[config.mk]
export PLATFORM = sky130hd
export DESIGN_NAME = scan_sel_gen
export DESIGN_NICKNAME = d
export VERILOG_FILES = /design/src/rtl/scan_sel_gen.sv
export SDC_FILE = /design/constraint.sdc
export NUM_CORES = 1
export LEC_CHECK = 0
export ABC_AREA = 1
export BUFFER_PORTS_ARGS = -buffer_cell sky130_fd_sc_hd__buf_2
export CAP_MARGIN = 20
export CORE_UTILIZATION = 40
export DETAILED_ROUTE_END_ITERATION = 10
export PLACE_DENSITY = 0.7
export SLEW_MARGIN = 20
export SYNTH_ARGS = -nofsm -noshare
export SYNTH_HDL_FRONTEND = slang
export SYNTH_SLANG_ARGS = --single-unit
export TNS_END_PERCENT = 10
[constraint.sdc]
create_clock -name clk -period 2.5 [get_ports clk]
set_input_delay 0.125 -clock clk [delete_from_list [all_inputs] [get_ports clk]]
set_output_delay 0.125 -clock clk [all_outputs]
set_load 0.01 [all_outputs]
[src/rtl/scan_sel_gen.sv]
// ---------------------------------------------------------------------------
// scan_sel_gen
//
// Generates the digit-select index for a multiplexed 4-digit scan. Each
// enabled digit (mask bit set) is selected for div+1 cycles, optionally
// followed by blank_cycles of dead time. The selection walks upward through
// the enabled digits and wraps from 3 back to 0. frame_done pulses on the
// first dwell cycle of the digit that starts a new frame.
//
// Ports
//   clk          : clock, rising edge
//   rst          : asynchronous reset, active high
//   en           : scan enable; low forces IDLE on the next cycle
//   div          : dwell length minus one (each digit lasts div+1 cycles)
//   mask         : bit i set means digit i takes part in the scan
//   blank_cycles : dead-time cycles between digits (0 = no gap)
//   sel          : registered digit index for the 2-to-4 decoder
//   sel_valid    : high when sel is a live selection
//   frame_done   : one-cycle pulse marking the start of a new frame
//   dbg_state    : current FSM state (0 IDLE, 1 DWELL, 2 BLANK)
//
// mask, div and blank_cycles are only looked at when leaving IDLE or at a
// dwell boundary; the values taken there govern the following dwell/blank.
// ---------------------------------------------------------------------------
module scan_sel_gen #(
    parameter int DIV_W = 16
) (
    input  logic             clk,
    input  logic             rst,
    input  logic             en,
    input  logic [DIV_W-1:0] div,
    input  logic [3:0]       mask,
    input  logic [3:0]       blank_cycles,
    output logic [1:0]       sel,
    output logic             sel_valid,
    output logic             frame_done,
    output logic [1:0]       dbg_state
);

    typedef enum logic [1:0] {
        ST_IDLE  = 2'd0,
        ST_DWELL = 2'd1,
        ST_BLANK = 2'd2
    } state_t;

    // Next set mask bit strictly after cur, searching upward with wrap.
    // If cur is the only set bit the search lands back on cur.
    function automatic logic [1:0] f_next_idx(input logic [1:0] cur,
                                              input logic [3:0] m);
        logic [1:0] idx;
        logic [1:0] res;
        logic       found;
        res   = cur;
        found = 1'b0;
        for (int k = 1; k <= 4; k++) begin
            idx = cur + 2'(k);
            if (!found && m[idx]) begin
                res   = idx;
                found = 1'b1;
            end
        end
        return res;
    endfunction

    state_t           r_state;
    logic [1:0]       r_sel;
    logic             r_sel_valid;
    logic             r_frame_done;
    logic [DIV_W-1:0] r_cnt;
    logic [DIV_W-1:0] r_div;
    logic [3:0]       r_bcnt;
    logic [1:0]       r_next;
    logic             r_wrap;

    state_t           w_state_nxt;
    logic [1:0]       w_sel_nxt;
    logic             w_valid_nxt;
    logic             w_fd_nxt;
    logic [DIV_W-1:0] w_cnt_nxt;
    logic [DIV_W-1:0] w_div_nxt;
    logic [3:0]       w_bcnt_nxt;
    logic [1:0]       w_next_nxt;
    logic             w_wrap_nxt;

    logic [1:0]       w_cand;
    logic             w_cand_wrap;
    logic [1:0]       w_first;

    assign w_cand      = f_next_idx(r_sel, mask);
    assign w_cand_wrap = (w_cand <= r_sel);
    // Starting the search "after 3" yields the lowest set bit.
    assign w_first     = f_next_idx(2'd3, mask);

    always_comb begin
        w_state_nxt = r_state;
        w_sel_nxt   = r_sel;
        w_valid_nxt = 1'b0;
        w_fd_nxt    = 1'b0;
        w_cnt_nxt   = r_cnt;
        w_div_nxt   = r_div;
        w_bcnt_nxt  = r_bcnt;
        w_next_nxt  = r_next;
        w_wrap_nxt  = r_wrap;

        if (!en) begin
            w_state_nxt = ST_IDLE;
            w_cnt_nxt   = '0;
            w_bcnt_nxt  = '0;
        end else begin
            case (r_state)
                ST_IDLE: begin
                    w_cnt_nxt  = '0;
                    w_bcnt_nxt = '0;
                    if (mask != 4'd0) begin
                        w_state_nxt = ST_DWELL;
                        w_sel_nxt   = w_first;
                        w_valid_nxt = 1'b1;
                        w_div_nxt   = div;
                    end
                end

                ST_DWELL: begin
                    if (r_cnt == r_div) begin
                        w_cnt_nxt = '0;
                        w_div_nxt = div;
                        if (mask == 4'd0) begin
                            w_state_nxt = ST_IDLE;
                        end else if (blank_cycles == 4'd0) begin
                            w_state_nxt = ST_DWELL;
                            w_sel_nxt   = w_cand;
                            w_valid_nxt = 1'b1;
                            w_fd_nxt    = w_cand_wrap;
                        end else begin
                            // Hold the old index through the gap; remember
                            // where to go and whether that starts a frame.
                            w_state_nxt = ST_BLANK;
                            w_bcnt_nxt  = blank_cycles - 4'd1;
                            w_next_nxt  = w_cand;
                            w_wrap_nxt  = w_cand_wrap;
                        end
                    end else begin
                        w_valid_nxt = 1'b1;
                        w_cnt_nxt   = r_cnt + DIV_W'(1);
                    end
                end

                ST_BLANK: begin
                    if (r_bcnt == 4'd0) begin
                        w_state_nxt = ST_DWELL;
                        w_sel_nxt   = r_next;
                        w_valid_nxt = 1'b1;
                        w_fd_nxt    = r_wrap;
                        w_cnt_nxt   = '0;
                    end else begin
                        w_bcnt_nxt = r_bcnt - 4'd1;
                    end
                end

                default: begin
                    w_state_nxt = ST_IDLE;
                    w_cnt_nxt   = '0;
                    w_bcnt_nxt  = '0;
                end
            endcase
        end
    end

    always_ff @(posedge clk or posedge rst) begin
        if (rst) begin
            r_state      <= ST_IDLE;
            r_sel        <= 2'd0;
            r_sel_valid  <= 1'b0;
            r_frame_done <= 1'b0;
            r_cnt        <= '0;
            r_div        <= '0;
            r_bcnt       <= 4'd0;
            r_next       <= 2'd0;
            r_wrap       <= 1'b0;
        end else begin
            r_state      <= w_state_nxt;
            r_sel        <= w_sel_nxt;
            r_sel_valid  <= w_valid_nxt;
            r_frame_done <= w_fd_nxt;
            r_cnt        <= w_cnt_nxt;
            r_div        <= w_div_nxt;
            r_bcnt       <= w_bcnt_nxt;
            r_next       <= w_next_nxt;
            r_wrap       <= w_wrap_nxt;
        end
    end

    assign sel        = r_sel;
    assign sel_valid  = r_sel_valid;
    assign frame_done = r_frame_done;
    assign dbg_state  = r_state;

endmodule

==> impl_metrics.env <==
export IMPL_slew_headroom_pct=63.4
export IMPL_avgSynthCellArea_um2=6.89
export IMPL_finalSetupTns_ns=0
export IMPL_htree_levels=2
export IMPL_power_frac_seq_pct=33.0
export IMPL_grt_pass1_wl_um=11000
export IMPL_worstHoldPathType="in -> reg"
export IMPL_ys_flop_type="dfrtp_1"
export IMPL_critPathBufInv=4
export IMPL_synth_edf_count=0
export IMPL_cts_buffers=5
export IMPL_ys_types=27
export IMPL_ir_drop_v=0.000525
export IMPL_min_to="r_div[6]$_DFFE_PP0P_"
export IMPL_period_share_pct=90.6
export IMPL_fillers=738
export IMPL_wl_per_cell_um=10.7
export IMPL_grt_pass1_vias=2574
export IMPL_grt_max_degree=46
export IMPL_cp_arrival_ns=2.44
export IMPL_critPathLaunchType="flip-flop"
export IMPL_wirelength_um=6130
export IMPL_yosys_warnings=0
export IMPL_timing_rr_end="frame_done$_DFF_PP0_"
export IMPL_cp_common_cell="nand2_1"
export IMPL_drc=0
export IMPL_synth_top_cell_area_share_pct=37.5
export IMPL_track_usage_pct=17.7
export IMPL_p_switching_mw=1.41
export IMPL_syn_area_mm2=0.00300
export IMPL_p_per_area_mw_per_mm2=965
export IMPL_io_pins=33
export IMPL_crit_path_max_incr_delay_ns=0.45
export IMPL_synth_compound_area_share_pct=11.6
export IMPL_finish_utilization_pct=47.0
export IMPL_muxShareOfSynthArea_pct=0
export IMPL_min_from="div[6]"
export IMPL_p_sw_share_pct=42.8
export IMPL_first_pass_iters=5
export IMPL_gp_congestion=0.867
export IMPL_multi_input_area_mm2=0.00152
export IMPL_drt_vias_per_instance=4.66
export IMPL_hold_viol_final=0
export IMPL_cpLargestDelayFamily="simple AND/OR/NAND/NOR gates"
export IMPL_dr_first_iter_drc_count=106
export IMPL_die_x_um=88.6
export IMPL_port_buffers=32
export IMPL_antenna_found_initial=0
export IMPL_clock_latency_ns=0.29
export IMPL_overflow=0
export IMPL_drtAntennaViolNets=0
export IMPL_path_clk_slew_ns=0.08
export IMPL_async_reset_ff_share_pct=100
export IMPL_fmaxAchievable_mhz=442
export IMPL_hpwl_um=4600
export IMPL_regArea_mm2=0.00113
export IMPL_cts_sinks=45
export IMPL_clockRootBuffer="clkbuf_8"
export IMPL_synth_top_family_by_area="simple AND/OR/NAND/NOR gates"
export IMPL_rsz0062_at_grt="no"
export IMPL_pwr_share_clk_pct=17.5
export IMPL_design_core_area_mm2=0.00725
export IMPL_status="finished, final reports clean"
export IMPL_clock_skew_ns=0.00606
export IMPL_tightest_slew_ns=0.547
export IMPL_syn_nets=471
export IMPL_seq_area_frac_synth_pct=37.5
export IMPL_cp_end_kind="flip-flop"
export IMPL_maxCapViolations=0
export IMPL_crit_fanout=8
export IMPL_synth_cells=436
export IMPL_yosys_area_share_adder_pct=3.33
export IMPL_yosys_top_cells_area="dfrtp_1 37%, nand2_1 19%, inv_1 8.8%"
export IMPL_period_minus_slack_ns=2.26
export IMPL_antennaDiodeCount=0
export IMPL_core_rowCount=31
export IMPL_synth_seq_cells=45
export IMPL_cellInternalPower_mw=1.88
export IMPL_cp_slowest_cell="dfrtp_2"
export IMPL_path_class="reg -> reg"
export IMPL_vias=2664
export IMPL_holdPathStages=3
export IMPL_synth_xor_area_share_pct=1.46
export IMPL_path_cells="inv_2, nand2_1, nand2_1, nand2_1, nand2_1, inv_1, nand3_1, nand3_1, nand2_1, inv_1, ha_1, inv_1, nor2_1, a2bb2oi_2, nor2_1, nand2_1, a21oi_1"
export IMPL_setup_viol=0
export IMPL_p_comb_share_pct=49.5
export IMPL_die_area_mm2=0.00786
export IMPL_r2r_start="sel[0]$_DFFE_PP0P_"
export IMPL_synthSimpleGateAreaFrac_pct=34.0
export IMPL_layout_drive_gt1_share_pct=18.6
export IMPL_r2r_slack_ns=0.24
export IMPL_leakagePower_nw=1.74
export IMPL_cp_required_ns=2.68
export IMPL_total_power_mw=3.29
export IMPL_die_y_um=88.6
export IMPL_r2r_cells=17
export IMPL_syn_to_final_growth_pct=13.5
export IMPL_tritoncts="built"
export IMPL_slew_viol_final=0
export IMPL_layout_nets=507
export IMPL_synth_top_area_cell="dfrtp_1"
export IMPL_clock_path_buffers=2
export IMPL_initial_utilization_pct=41.4
[per-layer routing]
metal	track usage [%]	up-vias	wire (um)
li1	-	1406	-
met2	30.1	52	2950
met3	2.99	10	203
met5	0	-	0
met4	6.45	0	85
met1	22.7	1196	2890
[worst max-delay path by stage]
stage / from / to / slack [ns] / cells past startpoint
6_report: sel[0]$_DFFE_PP0P_ / frame_done$_DFF_PP0_ / 0.24 / 17
5_1_grt: sel[0]$_DFFE_PP0P_ / frame_done$_DFF_PP0_ / 0.05 / 17
3_3_place_gp: sel[0]$_DFFE_PP0P_ / frame_done$_DFF_PP0_ / 0.25 / 16
2_1_floorplan: sel[0]$_DFFE_PP0P_ / frame_done$_DFF_PP0_ / 0.37 / 18
3_5_place_dp: sel[0]$_DFFE_PP0P_ / frame_done$_DFF_PP0_ / 0.10 / 16
4_1_cts: sel[0]$_DFFE_PP0P_ / frame_done$_DFF_PP0_ / 0.08 / 16
[power groups by stage]
stage	clock, mW	combinational, mW	sequential (mW)
final	0.576	1.63	1.09
after global routing	0.622	1.89	1.12
after CTS	0.594	1.55	1.10
after detailed placement	0	1.54	1.11
after global placement	0	1.49	1.10
after floorplan	0	1.29	1.07
[worst min-delay path: stages]
cell and delay (ns):
buf_2 0.09, inv_1 0.05, o21ai_2 0.05
[stage by stage]
step | setup slack, ns | area (um^2) | hold slack (ns) | instances
2_1_floorplan | 0.367 | 3000 | 0.267 | 436
3_3_place_gp | 0.255 | 3230 | 0.373 | 561
3_5_place_dp | 0.104 | 3230 | 0.376 | 561
4_1_cts | 0.0810 | 3350 | 0.0549 | 569
5_1_grt | 0.0519 | 3410 | 0.0604 | 572
6_report | 0.235 | 3410 | 0.0652 | 572
[synthesized netlist by cell type, types with 5 or more instances]
master and instances:
nand2_1 149, inv_1 70, dfrtp_1 45, nor2_1 33, nand3_1 23, o21ai_0 19
a21oi_1 17, o21ai_2 16, ha_1 8, inv_2 8, nor3_1 8, nand2_2 7
buf_6 5
[sequential cells by signal, indices dropped and copies added, names as in the netlist]
signal / flops
r_bcnt: 4
r_next: 2
sel_valid: 1
r_wrap: 1
r_div: 16
dbg_state: 2
frame_done: 1
sel: 2
r_cnt: 16
[area by class of cell]
| cell class | count | area share (%) |
|---|---|---|
| clock inverter | 1 | 0.881 |
| inverter | 78 | 8.59 |
| multi-input combinational | 305 | 44.6 |
| clock buffer | 7 | 2.53 |
| sequential | 45 | 33.1 |
| tap | 99 | 3.64 |
| timing repair buffer | 37 | 6.61 |
[kinds of logic (layout without fill, tap and decap cells)]
family,Yosys count,in the layout
adder cells (fa/ha/maj),8,8
flip-flops,45,45
buffers and inverters,86,123
XOR/XNOR,5,5
AND/OR/NAND/NOR,235,235
AO/OA/AOI/OAI,57,57
[repair_timing]
action / CTS / global route
setup buffers: 0 / 1
endpoints found under the hold margin: 0 / 14
hold buffers: 0 / 1
setup endpoints to repair: 0 / 2
resized for setup: 0 / 3
[placed cells by master, fill, tap and decap left out, types with 2 or more instances in the layout]
cell type and instances:
buf_2 32, nand4_1 3, nor3_2 4, nand2_2 7
dfrtp_2 2, nor3_1 8, buf_12 2, or2_2 2
o21ai_0 19, ha_1 8, buf_4 2, o21ai_1 4
nand3_1 23, o21ai_2 16, nand3_4 2, xor2_1 4
inv_2 9, inv_1 69, a21oi_1 17, nor2_1 33
clkbuf_8 6, dfrtp_1 43, nand2_1 149
Note: power is estimated with default switching activity, not from simulation.
